## config.mk

```make
export PLATFORM = sky130hd
export DESIGN_NAME = z80_shift_seq_flat
export DESIGN_NICKNAME = d
export VERILOG_FILES = /design/src/rtl/z80_shift_pkg.sv /design/src/rtl/z80_shift_if.sv /design/src/rtl/z80_shift_step.sv /design/src/rtl/z80_shift_seq.sv /design/src/flat_wrapper.sv
export SDC_FILE = /design/constraint.sdc
export NUM_CORES = 1
export LEC_CHECK = 0
export ABC_AREA = 1
export CAP_MARGIN = 20
export CORE_ASPECT_RATIO = 0.75
export CORE_MARGIN = 1
export CORE_UTILIZATION = 52
export DETAILED_ROUTE_END_ITERATION = 8
export GPL_TIMING_DRIVEN = 0
export MAX_ROUTING_LAYER = met4
export PLACE_DENSITY_LB_ADDON = 0.08
export SETUP_SLACK_MARGIN = 0.2
export SLEW_MARGIN = 20
export SYNTH_ARGS = -nofsm -noshare
export SYNTH_HDL_FRONTEND = slang
export SYNTH_SLANG_ARGS = --single-unit
export TNS_END_PERCENT = 100
```

## constraint.sdc

```tcl
create_clock -name clk -period 2.85 [get_ports clk]
set_input_delay 0.285 -clock clk [delete_from_list [all_inputs] [get_ports clk]]
set_output_delay 0.285 -clock clk [all_outputs]
set_load 0.02 [all_outputs]
```

## src/rtl/z80_shift_pkg.sv

```systemverilog
// rtl/z80_shift_pkg.sv - shared op codes, flag indices and state encoding for the shift engine
package z80_shift_pkg;

  localparam logic [3:0] OP_RLC  = 4'h0;
  localparam logic [3:0] OP_RLCA = 4'h1;
  localparam logic [3:0] OP_RRC  = 4'h2;
  localparam logic [3:0] OP_RRCA = 4'h3;
  localparam logic [3:0] OP_RL   = 4'h4;
  localparam logic [3:0] OP_RLA  = 4'h5;
  localparam logic [3:0] OP_RR   = 4'h6;
  localparam logic [3:0] OP_RRA  = 4'h7;
  localparam logic [3:0] OP_SLA  = 4'h8;
  localparam logic [3:0] OP_SRA  = 4'h9;
  localparam logic [3:0] OP_SRL  = 4'hA;
  localparam logic [3:0] OP_SLL  = 4'hB;
  localparam logic [3:0] OP_RLD  = 4'hC;
  localparam logic [3:0] OP_RRD  = 4'hD;

  localparam int F_S = 7;
  localparam int F_Z = 6;
  localparam int F_Y = 5;
  localparam int F_H = 4;
  localparam int F_X = 3;
  localparam int F_P = 2;
  localparam int F_N = 1;
  localparam int F_C = 0;

  typedef enum logic [1:0] {
    ST_IDLE  = 2'd0,
    ST_SHIFT = 2'd1,
    ST_DONE  = 2'd2
  } state_t;

  function automatic logic is_illegal(input logic [3:0] op);
    return op >= 4'hE;
  endfunction

  function automatic logic is_rxd(input logic [3:0] op);
    return (op == OP_RLD) || (op == OP_RRD);
  endfunction

  function automatic logic is_a_op(input logic [3:0] op);
    return (op == OP_RLCA) || (op == OP_RRCA) || (op == OP_RLA) || (op == OP_RRA);
  endfunction

endpackage

```

## src/rtl/z80_shift_if.sv

```systemverilog
// rtl/z80_shift_if.sv - start/done request bus between the sequencer and the shift engine
interface z80_shift_if #(
  parameter int WIDTH = 8,
  parameter int CNT_W = 4
);
  logic             start;
  logic [3:0]       op;
  logic [CNT_W-1:0] count;
  logic [WIDTH-1:0] data_in;
  logic [7:0]       acc_in;
  logic [7:0]       flags_in;
  logic             busy;
  logic             done;
  logic             err;
  logic [WIDTH-1:0] data_out;
  logic [7:0]       acc_out;
  logic [7:0]       flags_out;

  modport master (
    output start, op, count, data_in, acc_in, flags_in,
    input  busy, done, err, data_out, acc_out, flags_out
  );

  modport slave (
    input  start, op, count, data_in, acc_in, flags_in,
    output busy, done, err, data_out, acc_out, flags_out
  );
endinterface

```

## src/rtl/z80_shift_step.sv

```systemverilog
// rtl/z80_shift_step.sv - one 1-bit rotate/shift step across the full operand
module z80_shift_step
  import z80_shift_pkg::*;
#(
  parameter int WIDTH = 8
) (
  input  logic [3:0]       op,
  input  logic [WIDTH-1:0] value,
  input  logic             carry,
  output logic [WIDTH-1:0] value_out,
  output logic             carry_out
);

  logic msb, lsb;

  always_comb begin
    msb       = value[WIDTH-1];
    lsb       = value[0];
    value_out = value;
    carry_out = carry;
    case (op)
      OP_RLC, OP_RLCA: begin value_out = {value[WIDTH-2:0], msb};   carry_out = msb; end
      OP_RRC, OP_RRCA: begin value_out = {lsb, value[WIDTH-1:1]};   carry_out = lsb; end
      OP_RL,  OP_RLA:  begin value_out = {value[WIDTH-2:0], carry}; carry_out = msb; end
      OP_RR,  OP_RRA:  begin value_out = {carry, value[WIDTH-1:1]}; carry_out = lsb; end
      OP_SLA:          begin value_out = {value[WIDTH-2:0], 1'b0};  carry_out = msb; end
      OP_SRA:          begin value_out = {msb, value[WIDTH-1:1]};   carry_out = lsb; end
      OP_SRL:          begin value_out = {1'b0, value[WIDTH-1:1]};  carry_out = lsb; end
      OP_SLL:          begin value_out = {value[WIDTH-2:0], 1'b1};  carry_out = msb; end
      // RLD/RRD and illegal ops are resolved in the top level
      default: ;
    endcase
  end

endmodule

```

## src/rtl/z80_shift_seq.sv

```systemverilog
// rtl/z80_shift_seq.sv - multi-step rotate/shift sequencer with Z80 flag generation
module z80_shift_seq
  import z80_shift_pkg::*;
#(
  parameter int WIDTH = 8,
  parameter int CNT_W = 4
) (
  input logic       clk,
  input logic       reset_n,
  z80_shift_if.slave bus
);

  state_t           state, state_n;
  logic [3:0]       op_r;
  logic [WIDTH-1:0] val_r;
  logic             carry_r;
  logic [7:0]       acc_r, flags_r;
  logic [CNT_W-1:0] remaining;

  logic [WIDTH-1:0] step_val;
  logic             step_c;
  logic             accept, last_step, busy, done;
  logic [WIDTH-1:0] res;
  logic [7:0]       acc_res, flags_res;

  logic [WIDTH-1:0] data_q;
  logic [7:0]       acc_q, flags_q;
  logic             err_q;

  z80_shift_step #(.WIDTH(WIDTH)) u_step (
    .op        (op_r),
    .value     (val_r),
    .carry     (carry_r),
    .value_out (step_val),
    .carry_out (step_c)
  );

  assign accept    = bus.start && (state != ST_SHIFT);
  assign last_step = (state == ST_SHIFT) && (remaining == CNT_W'(1));

  always_ff @(posedge clk or negedge reset_n) begin
    if (!reset_n) state <= ST_IDLE;
    else          state <= state_n;
  end

  always_comb begin
    state_n = state;
    busy    = 1'b0;
    done    = 1'b0;
    case (state)
      ST_IDLE:  if (accept) state_n = ST_SHIFT;
      ST_SHIFT: begin
        busy = 1'b1;
        if (remaining == CNT_W'(1)) state_n = ST_DONE;
      end
      ST_DONE: begin
        done    = 1'b1;
        state_n = accept ? ST_SHIFT : ST_IDLE;
      end
      default:  state_n = ST_IDLE;
    endcase
  end

  // Result and flags of the current step; only consumed on the last one
  always_comb begin
    res            = step_val;
    acc_res        = acc_r;
    flags_res      = flags_r;
    flags_res[F_H] = 1'b0;
    flags_res[F_N] = 1'b0;
    if (op_r == OP_RLD) begin
      res      = val_r;
      res[7:0] = {val_r[3:0], acc_r[3:0]};
      acc_res  = {acc_r[7:4], val_r[7:4]};
    end else if (op_r == OP_RRD) begin
      res      = val_r;
      res[7:0] = {acc_r[3:0], val_r[7:4]};
      acc_res  = {acc_r[7:4], val_r[3:0]};
    end
    if (is_illegal(op_r)) begin
      res       = val_r;
      flags_res = flags_r;
    end else if (is_rxd(op_r)) begin
      flags_res[F_S] = acc_res[7];
      flags_res[F_Z] = (acc_res == 8'h00);
      flags_res[F_P] = ~^acc_res;
    end else if (is_a_op(op_r)) begin
      flags_res[F_C] = step_c;
    end else begin
      flags_res[F_S] = res[WIDTH-1];
      flags_res[F_Z] = (res == '0);
      flags_res[F_P] = ~^res;
      flags_res[F_C] = step_c;
    end
  end

  always_ff @(posedge clk or negedge reset_n) begin
    if (!reset_n) begin
      op_r      <= '0;
      val_r     <= '0;
      carry_r   <= 1'b0;
      acc_r     <= '0;
      flags_r   <= '0;
      remaining <= '0;
      data_q    <= '0;
      acc_q     <= '0;
      flags_q   <= '0;
      err_q     <= 1'b0;
    end else if (accept) begin
      op_r    <= bus.op;
      val_r   <= bus.data_in;
      carry_r <= bus.flags_in[F_C];
      acc_r   <= bus.acc_in;
      flags_r <= bus.flags_in;
      if (is_illegal(bus.op) || is_rxd(bus.op) || (bus.count == '0))
        remaining <= CNT_W'(1);
      else
        remaining <= bus.count;
    end else if (state == ST_SHIFT) begin
      val_r     <= res;
      carry_r   <= step_c;
      remaining <= remaining - CNT_W'(1);
      if (last_step) begin
        data_q  <= res;
        acc_q   <= acc_res;
        flags_q <= flags_res;
        err_q   <= is_illegal(op_r);
      end
    end
  end

  assign bus.busy      = busy;
  assign bus.done      = done;
  assign bus.err       = err_q;
  assign bus.data_out  = data_q;
  assign bus.acc_out   = acc_q;
  assign bus.flags_out = flags_q;

endmodule

```

## src/flat_wrapper.sv

```systemverilog
// flat-port wrapper written by rule: the top's interface ports become plain ports
module z80_shift_seq_flat import z80_shift_pkg::*;
#(
  parameter int WIDTH = 8,
  parameter int CNT_W = 4
)
  (clk, reset_n, bus_start, bus_op, bus_count, bus_data_in, bus_acc_in, bus_flags_in, bus_busy, bus_done, bus_err, bus_data_out, bus_acc_out, bus_flags_out);
  z80_shift_if #(.WIDTH(WIDTH), .CNT_W(CNT_W)) bus_i ();
  input logic clk;
  input logic reset_n;
  input wire logic [$bits(bus_i.start)-1:0] bus_start;
  input wire logic [$bits(bus_i.op)-1:0] bus_op;
  input wire logic [$bits(bus_i.count)-1:0] bus_count;
  input wire logic [$bits(bus_i.data_in)-1:0] bus_data_in;
  input wire logic [$bits(bus_i.acc_in)-1:0] bus_acc_in;
  input wire logic [$bits(bus_i.flags_in)-1:0] bus_flags_in;
  output wire logic [$bits(bus_i.busy)-1:0] bus_busy;
  output wire logic [$bits(bus_i.done)-1:0] bus_done;
  output wire logic [$bits(bus_i.err)-1:0] bus_err;
  output wire logic [$bits(bus_i.data_out)-1:0] bus_data_out;
  output wire logic [$bits(bus_i.acc_out)-1:0] bus_acc_out;
  output wire logic [$bits(bus_i.flags_out)-1:0] bus_flags_out;
  assign bus_i.start = bus_start;
  assign bus_i.op = bus_op;
  assign bus_i.count = bus_count;
  assign bus_i.data_in = bus_data_in;
  assign bus_i.acc_in = bus_acc_in;
  assign bus_i.flags_in = bus_flags_in;
  assign bus_busy = bus_i.busy;
  assign bus_done = bus_i.done;
  assign bus_err = bus_i.err;
  assign bus_data_out = bus_i.data_out;
  assign bus_acc_out = bus_i.acc_out;
  assign bus_flags_out = bus_i.flags_out;
  z80_shift_seq #(.WIDTH(WIDTH), .CNT_W(CNT_W)) u_core (.clk(clk), .reset_n(reset_n), .bus(bus_i));
endmodule
```

==> reports/results.ini <==
[synthesis]
ys_seq_elements=60
synth_edf_count=0
syn-num-nets=457
synthFlopType=dfrtp_1
postSynthAreaPerCell_sq_um=7.796
synth_async_sr_flop_share=1.000
synth_area_leaders=dfrtp_1 (47%), nand2_1 (14%), o21ai_0 (6.7%)
synth_area_sq_um=3212
ys_seq_area_frac=0.4675
synth_top_area_share=0.4675
synth_cell_types=30
ys_top_cells_by_count=nand2_1 (122), dfrtp_1 (60), inv_1 (45)
synth_warnings=0
yosys.area.top_type=dfrtp_1
synth_most_common_cell=nand2_1
synthCells=412

[sta]
worst_pin_slew_ps=636.5
setup-tns-final_ps=0
fin_skew_ps=8.686
grt_setup_unrepaired=false
fin_crit_ps=2473
timing.hold.ws_ps=401.9
finalCritPeriodShare=0.8678
hold_violations=0
relSlewSlack=0.5757
setup_violations=0
clock.fmax_mhz=404.3
setup_ws_ps=376.7
drv_slew=0

[pwr]
power.switching_mw=2.685
clkPwrFrac=0.136
switching_share=0.4760
intPower_mw=2.956
p_leak_nw=1.963
power_frac_seq=0.270
peakVddDrop_mv=0.7866
power_mw=5.641
powerDensity_nw_per_um2=1361
power_frac_comb=0.595

[clocking]
clock_path_buffers=2
clkSinkCount=60
cts_tree=done
clkLatencyLatePin_ps=340
ctsRootBufferMaster=clkbuf_8
post-cts-setup-buffers=0
numCtsBuffers=9
cts_htree_levels=3
clkTransAtPathRegs_ps=70

[worst_setup_path]
worstSetupStartpointType=flip-flop
r2r-start=u_core.op_r[0]
crit_type=reg -> reg
crit_path_end_kind=flip-flop
rr_worst_depth=15
critPathArrivalTime_ps=2700
worst-path-max-fanout=8
regToRegSetupSlack_ps=380
critPathRequiredTime_ps=3070
rr_endpoint=u_core.bus.flags_out[2]
crit_start=u_core.op_r[0]

[die]
die_w_um=92.75
dieArea_sq_um=6498
coreArea_sq_um=5886
die_height_um=70.06
rows=24
ios=62
start_util=0.5457

[global_routing]
grt.total_usage=0.3148
antenna_found_initial=0
grt_pass1_vias=2890
grt_max_degree=37
grt_overflow=0
grt_pass1_wl_um=14950

[job]
timing.max_cap.violations=0

[route]
routed_wirelength_um=9103
vias=3098
drc=0
drt-initial-drc-count=228
postRouteAntennaNets=0
via_per_inst=5.454
drtPass1Iterations=5
wl_per_cell_um=16.03

[finish]
drive_gt1_frac=0.09388
final_cells=568
multi_input_area_sq_um=1448
fin_util=0.7043
n_antenna_cell=0
fin_nets=531
fillers=525
syn_to_final_growth_pct=29.06
design_area_sq_um=4145
regArea_sq_um=1503

[placed_design]
place_hpwl_um=6648
place.gp.congestion=0.9258
portBuffers=61
place_area_sq_um=3938
dp_cells=552
place_ws_ps=398.0

[min_path]
hp-class=in -> async

[run_status]
status=finished clean

-- worst max-delay path by stage --
stage,to,slack [ps],cells after the start
floorplan,u_core.bus.flags_out[2],820,16
global placement,u_core.acc_r[5],-490,1
detailed placement,u_core.bus.flags_out[2],400,15
CTS,u_core.bus.flags_out[2],390,15
global route,u_core.bus.flags_out[2],220,16
finish,u_core.bus.flags_out[2],380,15
-- placed cells by master (no fill, tap or decap), drive strengths merged, types with 5 or more instances in the layout --
master           n
nand2          126
clkdlybuf4s50   60
dfrtp           60
inv             52
o21ai           49
nor2            29
nand3           20
a21oi           17
clkbuf          16
o22ai           11
ha              10
buf              9
xnor2            5
-- worst max-delay path: stages (launching register included) --
cell,delay (ps)
dfrtp_1,360
buf_4,160
inv_2,170
nor2_2,90
nand2_1,90
nand3_2,170
inv_2,110
nor2_1,40
o21ai_1,180
nand2_1,130
nand2_1,90
ha_1,240
xnor2_1,200
nor2_1,60
o211ai_1,170
a31oi_1,100
-- final cells by class --
class,count,area share
sequential,60,0.3625
multi-input combinational,286,0.3492
timing repair buffer,63,0.1539
inverter,53,0.04920
clock buffer,10,0.03320
tap,78,0.02354
buffer,13,0.01570
clock inverter,5,0.01268
-- sequential cells by signal (all words and copies together) (netlist names) --
register	cells
u_core.flags_r	8
u_core.carry_r	1
u_core.bus.data_out	8
u_core.bus.flags_out	8
u_core.bus.acc_out	8
u_core.val_r	8
u_core.remaining	4
u_core.op_r	4
u_core.state	2
u_core.bus.err	1
u_core.acc_r	8
-- what timing repair did --
action | 4_1_cts | 5_1_grt
hold buffers | 1 | 0
resized for setup | 0 | 3
hold endpoints to repair | 24 | 0
endpoints found under the setup margin | 0 | 1
-- routing by layer --
layer  share of wire  wire (um)  GRT usage  vias up
met2            0.42       3835     0.4263      126
met5               0          0          -        -
met3           0.068        618    0.05556       15
met1            0.50       4519     0.4857     1462
met4           0.014        129    0.08205        0
li1                -          -          -     1495
-- power by group through the flow --
stage / clock [mW] / combinational [mW] / sequential (mW)
2_1_floorplan: 0 / 2.12 / 1.63
3_3_place_gp: 0 / 3.25 / 1.52
3_5_place_dp: 0 / 3.30 / 1.52
4_1_cts: 0.765 / 3.33 / 1.51
5_1_grt: 0.800 / 3.75 / 1.56
6_report: 0.765 / 3.35 / 1.52
-- logic make-up (layout without fill, tap and decap cells) --
kind of cell,after synthesis,after routing,synth area share
and+or+nand+nor,181,181,0.2380
AOI/OAI and AO/OA,89,89,0.1554
buffers and inverters,66,144,0.08376
DFF,60,60,0.4675
adders and majority gates,10,10,0.03896
xor gates and xnor gates,6,6,0.01636
No activity file was read; power rests on OpenSTA's default activity.
